**config.mk**
```make
export PLATFORM = sky130hd
export DESIGN_NAME = display_scheduler
export DESIGN_NICKNAME = d
export VERILOG_FILES = /design/src/rtl/display_scheduler.sv
export SDC_FILE = /design/constraint.sdc
export NUM_CORES = 1
export LEC_CHECK = 0
export CAP_MARGIN = 30
export CORE_MARGIN = 5
export CORE_UTILIZATION = 26
export DETAILED_ROUTE_END_ITERATION = 16
export SLEW_MARGIN = 20
export SYNTH_ARGS = -nofsm -noshare
export SYNTH_HDL_FRONTEND = slang
export SYNTH_SLANG_ARGS = --single-unit
export TNS_END_PERCENT = 1
```
**constraint.sdc**
```tcl
create_clock -name clk -period 2.2 [get_ports clk]
set_input_delay 0.44 -clock clk [delete_from_list [all_inputs] [get_ports clk]]
set_output_delay 0.44 -clock clk [all_outputs]
set_load 0.05 [all_outputs]
```
**src/rtl/display_scheduler.sv**
```systemverilog
// Priority arbiter for the shared seven-segment display: picks one requester,
// holds it for a minimum dwell time and generates the blank/blink control.
module display_scheduler #(
  parameter int N_REQ        = 3,
  parameter int VALUE_W      = 11,
  parameter int HOLD_CYCLES  = 50_000_000,
  parameter int BLINK_CYCLES = 12_500_000
) (
  input  logic                       clk,
  input  logic                       rst_n,
  input  logic [N_REQ-1:0]           req,
  input  logic [N_REQ*VALUE_W-1:0]   values,
  input  logic [N_REQ-1:0]           blink_en,
  output logic [N_REQ-1:0]           grant,
  output logic [VALUE_W-1:0]         value_out,
  output logic                       blank_out,
  output logic                       busy
);

  localparam int IW = (N_REQ > 1) ? $clog2(N_REQ) : 1;
  localparam int DW = (HOLD_CYCLES > 1) ? $clog2(HOLD_CYCLES) : 1;
  localparam int BW = (BLINK_CYCLES > 1) ? $clog2(BLINK_CYCLES) : 1;
  localparam logic [DW-1:0] HOLD_M1  = DW'(HOLD_CYCLES - 1);
  localparam logic [BW-1:0] BLINK_M1 = BW'(BLINK_CYCLES - 1);

  typedef enum logic {IDLE, SHOW} state_t;

  state_t             r_state, w_state;
  logic [N_REQ-1:0]   r_grant, w_grant;
  logic [IW-1:0]      r_idx, w_idx;
  logic [VALUE_W-1:0] r_value, w_value;
  logic               r_blank, w_blank;
  logic [DW-1:0]      r_dwell, w_dwell;
  logic [BW-1:0]      r_bcnt, w_bcnt;
  logic               r_phase, w_phase;
  logic [IW-1:0]      w_low_idx;
  logic               w_any;
  logic               w_new;

  always_ff @(posedge clk or negedge rst_n) begin
    if (!rst_n) begin
      r_state <= IDLE;
      r_grant <= '0;
      r_idx   <= '0;
      r_value <= '0;
      r_blank <= 1'b1;
      r_dwell <= '0;
      r_bcnt  <= '0;
      r_phase <= 1'b0;
    end else begin
      r_state <= w_state;
      r_grant <= w_grant;
      r_idx   <= w_idx;
      r_value <= w_value;
      r_blank <= w_blank;
      r_dwell <= w_dwell;
      r_bcnt  <= w_bcnt;
      r_phase <= w_phase;
    end
  end

  always_comb begin
    w_any     = |req;
    w_low_idx = '0;
    for (int i = N_REQ - 1; i >= 0; i--) begin
      if (req[i]) w_low_idx = IW'(i);
    end

    w_state = r_state;
    w_grant = r_grant;
    w_idx   = r_idx;
    w_value = r_value;
    w_blank = r_blank;
    w_dwell = r_dwell;
    w_bcnt  = r_bcnt;
    w_phase = r_phase;
    w_new   = 1'b0;

    case (r_state)
      IDLE: begin
        if (w_any) begin
          w_new = 1'b1;
        end else begin
          w_grant = '0;
          w_blank = 1'b1;
        end
      end
      SHOW: begin
        // Staying with the current owner: still dwelling, or it re-won arbitration
        if (r_dwell != '0 || (w_any && w_low_idx == r_idx)) begin
          w_dwell = (r_dwell == '0) ? '0 : r_dwell - 1'b1;
          if (req[r_idx]) w_value = values[int'(r_idx)*VALUE_W +: VALUE_W];
          if (blink_en[r_idx]) begin
            if (r_bcnt == BLINK_M1) begin
              w_bcnt  = '0;
              w_phase = ~r_phase;
            end else begin
              w_bcnt = r_bcnt + 1'b1;
            end
            w_blank = w_phase;
          end else begin
            w_blank = 1'b0;
          end
        end else if (w_any) begin
          w_new = 1'b1;
        end else begin
          w_state = IDLE;
          w_grant = '0;
          w_blank = 1'b1;
          w_dwell = '0;
          w_bcnt  = '0;
          w_phase = 1'b0;
        end
      end
      default: w_state = IDLE;
    endcase

    if (w_new) begin
      w_state            = SHOW;
      w_idx              = w_low_idx;
      w_grant            = '0;
      w_grant[w_low_idx] = 1'b1;
      w_value            = values[int'(w_low_idx)*VALUE_W +: VALUE_W];
      w_blank            = 1'b0;
      w_dwell            = HOLD_M1;
      w_bcnt             = '0;
      w_phase            = 1'b0;
    end
  end

  assign grant     = r_grant;
  assign value_out = r_value;
  assign blank_out = r_blank;
  assign busy      = (r_state == SHOW);

endmodule
```
[Word level (Yosys, flattened, before mapping)]
Cells that the tools add are included.
Storage, ports and cells
  register bits after elaboration: 69
  output and inout bits: 16
  bits of input ports: 41
  logic and storage cells: 81
Operators by class
  magnitude comparators: 3
  reductions and logical operators: 12
  shift operators: 2
  equal/unequal tests: 5
  add/sub/neg operators: 2
  multipliers: 2
  mux-type cells: 45
  bitwise logic cells: 2
Operators by type and width (number)
  24-bit 2-to-1 mux: 6
  26-bit 2-to-1 mux: 5
  33-bit by 7-bit indexed part select with 11-bit output: 2
  11-bit 2-to-1 mux: 4
  26-bit zero test: 1
  26-bit nonzero test: 1
  26-bit by 1-bit subtractor with 26-bit output (second input constant): 1
  24-bit by 1-bit adder with 24-bit output (second input constant): 1
  24-bit == test (second input constant): 1
  1-bit 2-to-1 mux: 18
  2-bit by 4-bit multiplier with 6-bit output (second input constant): 2
  3-bit 2-to-1 mux: 3
  2-bit by 3-bit < comparator with 1-bit output (second input constant): 2
  2-bit 2-to-1 mux: 3
  3-bit one-hot mux with 2 select lines: 1
  3-bit AND reduction: 2
  2-bit nonzero test: 3
  1-bit binary-select mux with 2-bit select: 2
  1-bit one-hot mux with 2 select lines: 2
  3-bit by 1-bit inequality test with 1-bit output (second input constant): 1
  3-bit by 2-bit inequality test with 1-bit output (second input constant): 1
  3-bit inequality test (second input constant): 1
  3-bit OR reduction: 1
  1-bit demux with 2-bit select: 1
  6 further kinds: 8

[Depth between registers and ports, before layout]
Gate-level depths: netlist of the first run.
  depth in word-level cells: 10
  depth in mapped cells: 10
  gate-level depth less buffers: 9

[Least setup slack after synthesis of the first run]
No wires, ideal clock.
  kind: register to register
  from: register r_dwell[0]
  to: register r_value[2], in the netlist value_out[2]
  required time: 2.065 ns
  path buffers: 1
  library setup time: 0.135 ns
  clock period less this slack: 2.209 ns
  arrival time: 2.074 ns
  path slack: -0.009 ns
  cell stages (with the launch flop): 11
  cell sequence: dfrtp_1 -> inv_1 -> ha_1 -> nor4b_1 -> nand4_2 -> or4_1 -> nand3_2 -> inv_2 -> buf_6 -> a211oi_1 -> o31ai_1
On the way
  longest elaborated chain between the ends: 6
  elaborated cells between the ends (all ways): 9
  those cells by class: 3 x mux; 6 x reduce/logical
RTL lines
  start: declaration: line 33  | logic [DW-1:0] r_dwell, w_dwell;
  start signal: assignment: line 56  | r_dwell <= w_dwell;
  26-bit nonzero test (*): line 90  | if (r_dwell != '0 || (w_any && w_low_idx == r_idx)) begin
  1-bit logical OR (*): line 90
  1-bit 2-to-1 mux: line 90
  1-bit one-hot mux with 2 select lines: line 79  | case (r_state)
  2-bit nonzero test (no source line)
  3-bit AND reduction (no source line)
  end signal: assignment: line 54  | r_value <= w_value;
  end: declaration: line 31  | logic [VALUE_W-1:0] r_value, w_value;
Mark *: on every way between the ends. The rest lies on a longest branch, timed or not.
A chain may end at the register's enable or synchronous reset.

[Final worst setup path of the first run]
  from: register r_dwell[10]
  to: register r_value[1], in the netlist value_out[1]
Same word-level chain as after synthesis.

==> summary.md, run 1 <==
| Metric | Value |
|---|---|
| Status | complete, but fails checks |
| Violated checks | setup timing |
| Crit end category | flop |
| Logic pwr share | 27.0% |
| CP max-delay cell | or4_4 |
| Leak pwr | 2.45 nW |
| Fin crit share | 104% |
| Seq pwr share | 38.8% |
| Hold_buf cts | 0 |
| Diodes inserted | 0 |
| Critical path launch point type | flop |
| R2R depth | 8 |
| NumNets Final | roughly 660 |
| Seq/Total Area, Yosys | between 40% and 50% |
| Post-route ant nets | 0 |
| Critical path fanouts, max | 12 |
| Pin count of the biggest net entering global routing | between 40 and 50 |
| Most common cell after layout, fill and taps aside | buf_4 |
| Vias/cell | about 5.2 |
| Fin. Hold Viols | 0 |
| Sw power | between 0.001 and 0.0015 W |
| RSZ-0062 raised after global routing | true |
| Top delay family on crit path | simple AND/OR/NAND/NOR gates |
| Placer congestion estimate | 0.870 |
| Flops & latches, synth | slightly below 70 |
| WL/cell | 15.6 um |
| Inserted Clock Buffers | 9 |
| First-pass GRT wire length | 21.8 mm |
| WS Path Type | flop to flop |
| Vias in the first global route | 4,401 |
| Starting Density | 26.1% |
| CTS tree | built |
| Maximum clock insertion buffer count | 2 |
| Pwr Total | 0.00424 W |
| Syn Std Cell Area | 4290 sq um |
| Total number of vias | 4,342 |
| Yosys cell types | 68 |
| PwrDens | 681 nW/um^2 |
| First-iteration detailed-routing DRC count | between 200 and 300 |
| Die area | 19,200 sq um |
| Stages on the worst setup path | 8 |
| Die height | 138 um |
| Hold Crit Class | primary input to async pin |
| Post-Synthesis Cells | about 480 |
| Main synth FF type | dfrtp_1 |
| Worst ir drop on vdd | 0.421 mV |
| Area Growth Syn to Fin | 45.3% |
| Total track usage | 13.4% |
| Post-Route WL | 13.1 mm |
| Most frequent cells in the layout | buf_4, dfrtp_1, clkdlybuf4s50_1, nand2_1, o21ai_0 |
| P_int | 0.00290 W |
| Final core occ | 38.0% |
| Drt first pass iters | 5 |
| Share of cells above drive strength 1 | 28.2% |
| # clock sinks | 69 |
| Slew HR | 59.5% |
| Area of the core | 16,400 sq um |
| Max Cap Viol | 0 |
| Hpwl dp | 9.24 mm |
| # setup viols final | 22 |
| DRC | 0 |
| Crit-path cells | nor4_4 > buf_4 > nand4_4 > or4_4 > nand3_2 > inv_2 > a211oi_2 > o31ai_1 |
| Slew Limit Fails | 0 |
| CP Data Arrival Time | 2500 ps |
| CTS clock-pin slew for the worst setup and hold paths | 60 ps |
| Switch share | 31.7% |
| IO Count | 57 |
| Initial antenna violation count | 0 |
| Syn_nets | 523 |
| Clock Skew | 8.13 ps |
| Fmax | approximately 440 MHz |
| Required time of the critical path | 2420 ps |
| Htree depth | 3 |
| Least-Margin Pin Slew | ~610 ps |
| Root Driver | clkbuf_16 |
| Clock Power Share | 34.3% |
| Yosys warns | 0 |
| Port bufs | 56 |
| Row cnt | 47 |
| Worst setup margin | -84.0 ps |
| Worst Path Buf+Inv | 2 |
| Post-synth ARST share | 100% |
| Later-pin clock latency in the skew report | 330 ps |
| Post-synth EDFFs | 0 |
| Gr ovfl total | 0 |
| Worst path max stage delay | about 450 ps |
| Syn avg cell area | 8.95 sq um |
| Crit path time final | 2280 ps |
| Die X | 138 um |
-- state kept, by name, indices dropped and copies added, names as in the netlist --
name       flops
r_phase        1
busy           1
r_idx          2
grant          3
value_out     11
r_dwell       26
r_bcnt        24
blank_out      1
-- synthesized netlist by cell type (3+ instances only) --
master | count | share of area, %
and4_2 | 3 | 0.70
a211oi_1 | 24 | 4.2
o21ai_1 | 3 | 0.35
or3_1 | 6 | 0.88
a21boi_0 | 11 | 1.9
nand3_1 | 17 | 2.0
o211ai_1 | 4 | 0.70
nor3_1 | 14 | 1.6
dfrtp_1 | 68 | 40
a221o_1 | 3 | 0.70
a21oi_1 | 22 | 2.6
o41ai_1 | 4 | 0.82
nand2_1 | 53 | 4.6
o21ai_0 | 36 | 4.2
a31oi_1 | 3 | 0.44
o311ai_0 | 8 | 1.6
nor3_2 | 5 | 1.2
inv_1 | 19 | 1.7
nand4_1 | 11 | 1.6
nor4_1 | 5 | 0.73
and4_1 | 3 | 0.61
buf_2 | 8 | 0.93
ha_1 | 3 | 0.88
clkbuf_1 | 16 | 1.4
and3_1 | 6 | 0.88
a22o_1 | 7 | 1.4
nor2_1 | 24 | 2.1
o22ai_1 | 7 | 1.0
o31ai_1 | 22 | 3.9
nand2b_1 | 5 | 0.73
a211o_1 | 10 | 2.0
-- through the flow --
| step | setup TNS [ps] | hold slack, ps | cells | area, sq um | setup WS [ps] |
|---|---|---|---|---|---|
| floorplan | 0 | 144 | 479 | 4300 | 101 |
| global placement | -9560 | 459 | 815 | 5700 | -257 |
| detailed placement | -11990 | 471 | 815 | 5700 | -364 |
| CTS | -399 | 140 | 833 | 6090 | -56.3 |
| global route | -5380 | 160 | 838 | 6230 | -278 |
| finish | -786 | 113 | 838 | 6230 | -84.0 |
-- worst register-to-register path, stage by stage, from the launching register on --
cell	delay, ps
dfrtp_1	430
nor4_4	410
buf_4	190
nand4_4	110
or4_4	450
nand3_2	110
inv_2	150
a211oi_2	220
o31ai_1	100
-- power by group through the flow --
stage          clock network [W]  registers (W)  logic, W
2_1_floorplan                  0        0.00177  0.000468
3_3_place_gp                   0        0.00165   0.00104
3_5_place_dp                   0        0.00166   0.00107
4_1_cts                  0.00148        0.00164   0.00109
5_1_grt                  0.00154        0.00167   0.00125
6_report                 0.00145        0.00165   0.00114
-- cells by family after synthesis --
family                   synth area share, %
buffers and inverters                   5.05
flip-flops                              40.3
AO/OA/AOI/OAI                           29.8
multiplexers                           0.467
AND/OR/NAND/NOR                         23.1
XOR/XNOR                               0.408
adder cells (fa/ha/maj)                0.875
-- layout make-up --
type / count / area (sq um)
inverter: 20 / 78.8
clock buffer: 11 / 243
timing repair buffer: 151 / 1320
fill: 1614 / 10200
multi-input combinational: 361 / 2530
tap: 220 / 275
sequential: 69 / 1730
timing repair inverter: 1 / 7.51
clock inverter: 5 / 50.0
-- metal layers --
metal  GRT usage [%]  part of all wire [%]
met5               0                     0
met1            17.3                    45
met2            22.9                    50
met4            2.86                   1.2
met3            3.00                   3.9
-- repair_timing --
action                     4_1_cts  5_1_grt
gates resized for setup         19       27
buffers inserted                 1        5
setup endpoints to repair       34       62
pin swaps                       12       10
cloned                           1        0
-- final timing paths --
check / start / to / slack (ps)
min in group clk: value_out[3] / value_out[3] / 480
worst max register to register: r_dwell[10] / value_out[1] / -80
max in group asynchronous: rst_n / r_dwell[16] / 1410
worst max-delay path: r_dwell[10] / value_out[1] / -80
worst min-delay path: rst_n / r_bcnt[21] / 110
worst min register to register: value_out[3] / value_out[3] / 480
(Power assumes the default switching activity.)
==> run 2, diff against run 1 <==
GPL_ROUTABILITY_DRIVEN = 0   (was not set)
==> results of run 2 <==
Final layout, timing and power as in run 1 (identical DEF).
==> run 3, diff against run 2 <==
CORE_ASPECT_RATIO = 0.75   (was not set)
PLACE_DENSITY = 0.49   (was not set)
==> summary.md, run 3 (synthesis results as in run 1) <==
| Metric | Value |
|---|---|
| Status | complete, but fails checks |
| Violated checks | setup timing |
| Required time of the critical path | 2470 ps (+50 ps) |
| Post-route ant nets | 0 (unchanged) |
| Register with the most flip-flops | r_dwell |
| Crit end category | flop |
| Diodes inserted | 0 (unchanged) |
| Inserted Clock Buffers | 9 (unchanged) |
| Drt first pass iters | 5 (unchanged) |
| Logic pwr share | 29.0% (+2.0 points) |
| # setup viols final | 3 (-86%) |
| PwrDens | 669 nW/um^2 (-1.7%) |
| Pwr Total | 0.00415 W (-2.1%) |
| Hold Crit Class | primary input to async pin |
| Port bufs | 56 (unchanged) |
| CTS tree | built |
| Clock Power Share | 31.4% (-2.9 points) |
| Maximum clock insertion buffer count | 2 (unchanged) |
| Hold Slack | 133 ps (+19.9 ps) |
| CTS clock-pin slew for the worst setup and hold paths | 60 ps (about the same) |
| Worst ir drop on vdd | 0.317 mV (-25%) |
| WS Path Type | flop to flop |
| Max Cap Viol | 0 (unchanged) |
| Total number of vias | 4,339 (-0.069%) |
| Htree depth | 3 (unchanged) |
| Starting Density | 26.6% (+0.47 points) |
| Most frequent cells in the layout | buf_4, dfrtp_1, clkdlybuf4s50_1, nand2_1, o21ai_0 |
| Row cnt | 40 (-15%) |
| Die height | 121 um (-12%) |
| First-iteration detailed-routing DRC count | 294 (+1.4%) |
| Share of cells above drive strength 1 | 28.9% (+0.70 points) |
| Gr ovfl total | 0 (unchanged) |
| Total track usage | 14.4% (+1.0 points) |
| P_int | 0.00277 W (-4.3%) |
| Post-Route WL | 13.8 mm (+5.4%) |
| Reg2reg start | r_dwell[9] |
| R2R depth | 6 (-2) |
| Hpwl dp | 9.72 mm (+5.2%) |
| Area Growth Syn to Fin | 44.7% |
| # clock sinks | 69 (unchanged) |
| Fin. Hold Viols | 0 (unchanged) |
| Clock Skew | 7.03 ps (-1.11 ps) |
| Vias in the first global route | 4,248 (-3.5%) |
| Die X | 158 um (+14%) |
| Vias/cell | 5.29 (+2.1%) |
| Fin crit share | 101% (-2.7 points) |
| Most common cell after layout, fill and taps aside | buf_4 |
| Fmax | 450 MHz (+2.7%) |
| CP Data Arrival Time | 2490 ps (about the same) |
| Reg2reg setup slack | -20 ps (+60 ps) |
| Critical path launch point type | flop |
| Worst Setup EP | r_dwell[25] |
| Worst setup margin | -24.0 ps (+59.9 ps) |
| Crit path time final | 2220 ps (-59.9 ps) |
| RSZ-0062 raised after global routing | true |
| Reg2Reg Capture Point | r_dwell[25] |
| First-pass GRT wire length | 22.1 mm (+1.4%) |
| Fillers | 1,617 (+0.19%) |
| Sw power | 0.00138 W (+2.5%) |
| Seq pwr share | 39.6% (+0.8 points) |
| WL/cell | 16.8 um (+7.7%) |
| Area of the core | 16,100 sq um (-1.8%) |
| Slew HR | 65.2% (+5.7 points) |
| Later-pin clock latency in the skew report | 340 ps (about the same) |
| Switch share | 33.3% (+1.5 points) |
| Max FFs per register | 26 (unchanged) |
| Hold_buf cts | 0 (unchanged) |
| Die area | 19,200 sq um (+0.14%) |
| Root Driver | clkbuf_16 |
| DRC | 0 (unchanged) |
| Leak pwr | 2.43 nW (-0.89%) |
| Pin count of the biggest net entering global routing | 70 (+46%) |
| Initial antenna violation count | 0 (unchanged) |
| Slew Limit Fails | 0 (unchanged) |
| IO Count | 57 (unchanged) |
| Worst Setup SP | r_dwell[9] |
| NumNets Final | 649 (-1.2%) |
| Least-Margin Pin Slew | 520 ps (-87.0 ps) |
| Critical path fanouts, max | 4 (-8) |
-- run 3: how the worst min path moves through the flow --
stage | startpoint | end | slack [ps] | depth (start not counted)
after floorplan | rst_n | busy | 140 | 0
after detailed placement | grant[2] | grant[2] | 460 | 2
after CTS | rst_n | value_out[4] | 140 | 2
final | rst_n | value_out[4] | 130 | 2
after global placement | value_out[7] | value_out[7] | 460 | 2
after global routing | rst_n | value_out[4] | 170 | 2
-- run 3: layout make-up --
class	instances	area [sq um]	share of cell area, %
well taps	210	263	4.23
multi-input cells	361	2600	41.8
flip-flops and latches	69	1730	27.8
clock inverters	5	27.5	0.444
clock buffers	11	233	3.75
inverters	20	81.3	1.31
repair inverters	1	7.51	0.121
repair buffers	143	1270	20.4
-- run 3: critical path: stages, from the launching register on --
cell and delay [ps]:
dfrtp_1 400, nor4_4 490, and2b_4 250, nand3_4 70, or4_4 440, or4_1 420
nand3_1 90
-- run 3: what timing repair did --
item | CTS | global route
buffers inserted | 0 | 2
hold endpoints to repair | 0 | 0
cloned | 1 | 0
gates resized for setup | 26 | 49
pin swaps | 13 | 9
endpoints found under the setup margin | 50 | 62
-- run 3: power groups by stage --
stage	clock network (W)	logic, W	registers (W)
2_1_floorplan	0	0.000468	0.00177
3_3_place_gp	0	0.00110	0.00163
3_5_place_dp	0	0.00111	0.00164
4_1_cts	0.00136	0.00115	0.00162
5_1_grt	0.00140	0.00131	0.00167
6_report	0.00130	0.00120	0.00165
-- run 3: through the flow --
step	setup slack, ps	instance area [sq um]	util [%]	instances	setup TNS, ps
2_1_floorplan	101	4300	-	479	0
3_5_place_dp	-349	5650	35.0	801	-12920
6_report	-24.0	6200	38.5	820	-47.4
5_1_grt	-145	6200	38.5	820	-3190
4_1_cts	-35.0	6010	37.3	818	-110
3_3_place_gp	-366	5650	35.0	801	-10980
-- run 3: routing by layer --
metal / GRT usage [%] / share of wire, % / vias up
met5: 0 / 0 / -
met4: 4.69 / 1.6 / 0
met3: 2.50 / 5.2 / 16
met2: 21.4 / 44 / 113
met1: 21.1 / 49 / 2125
li1: - / - / 2085
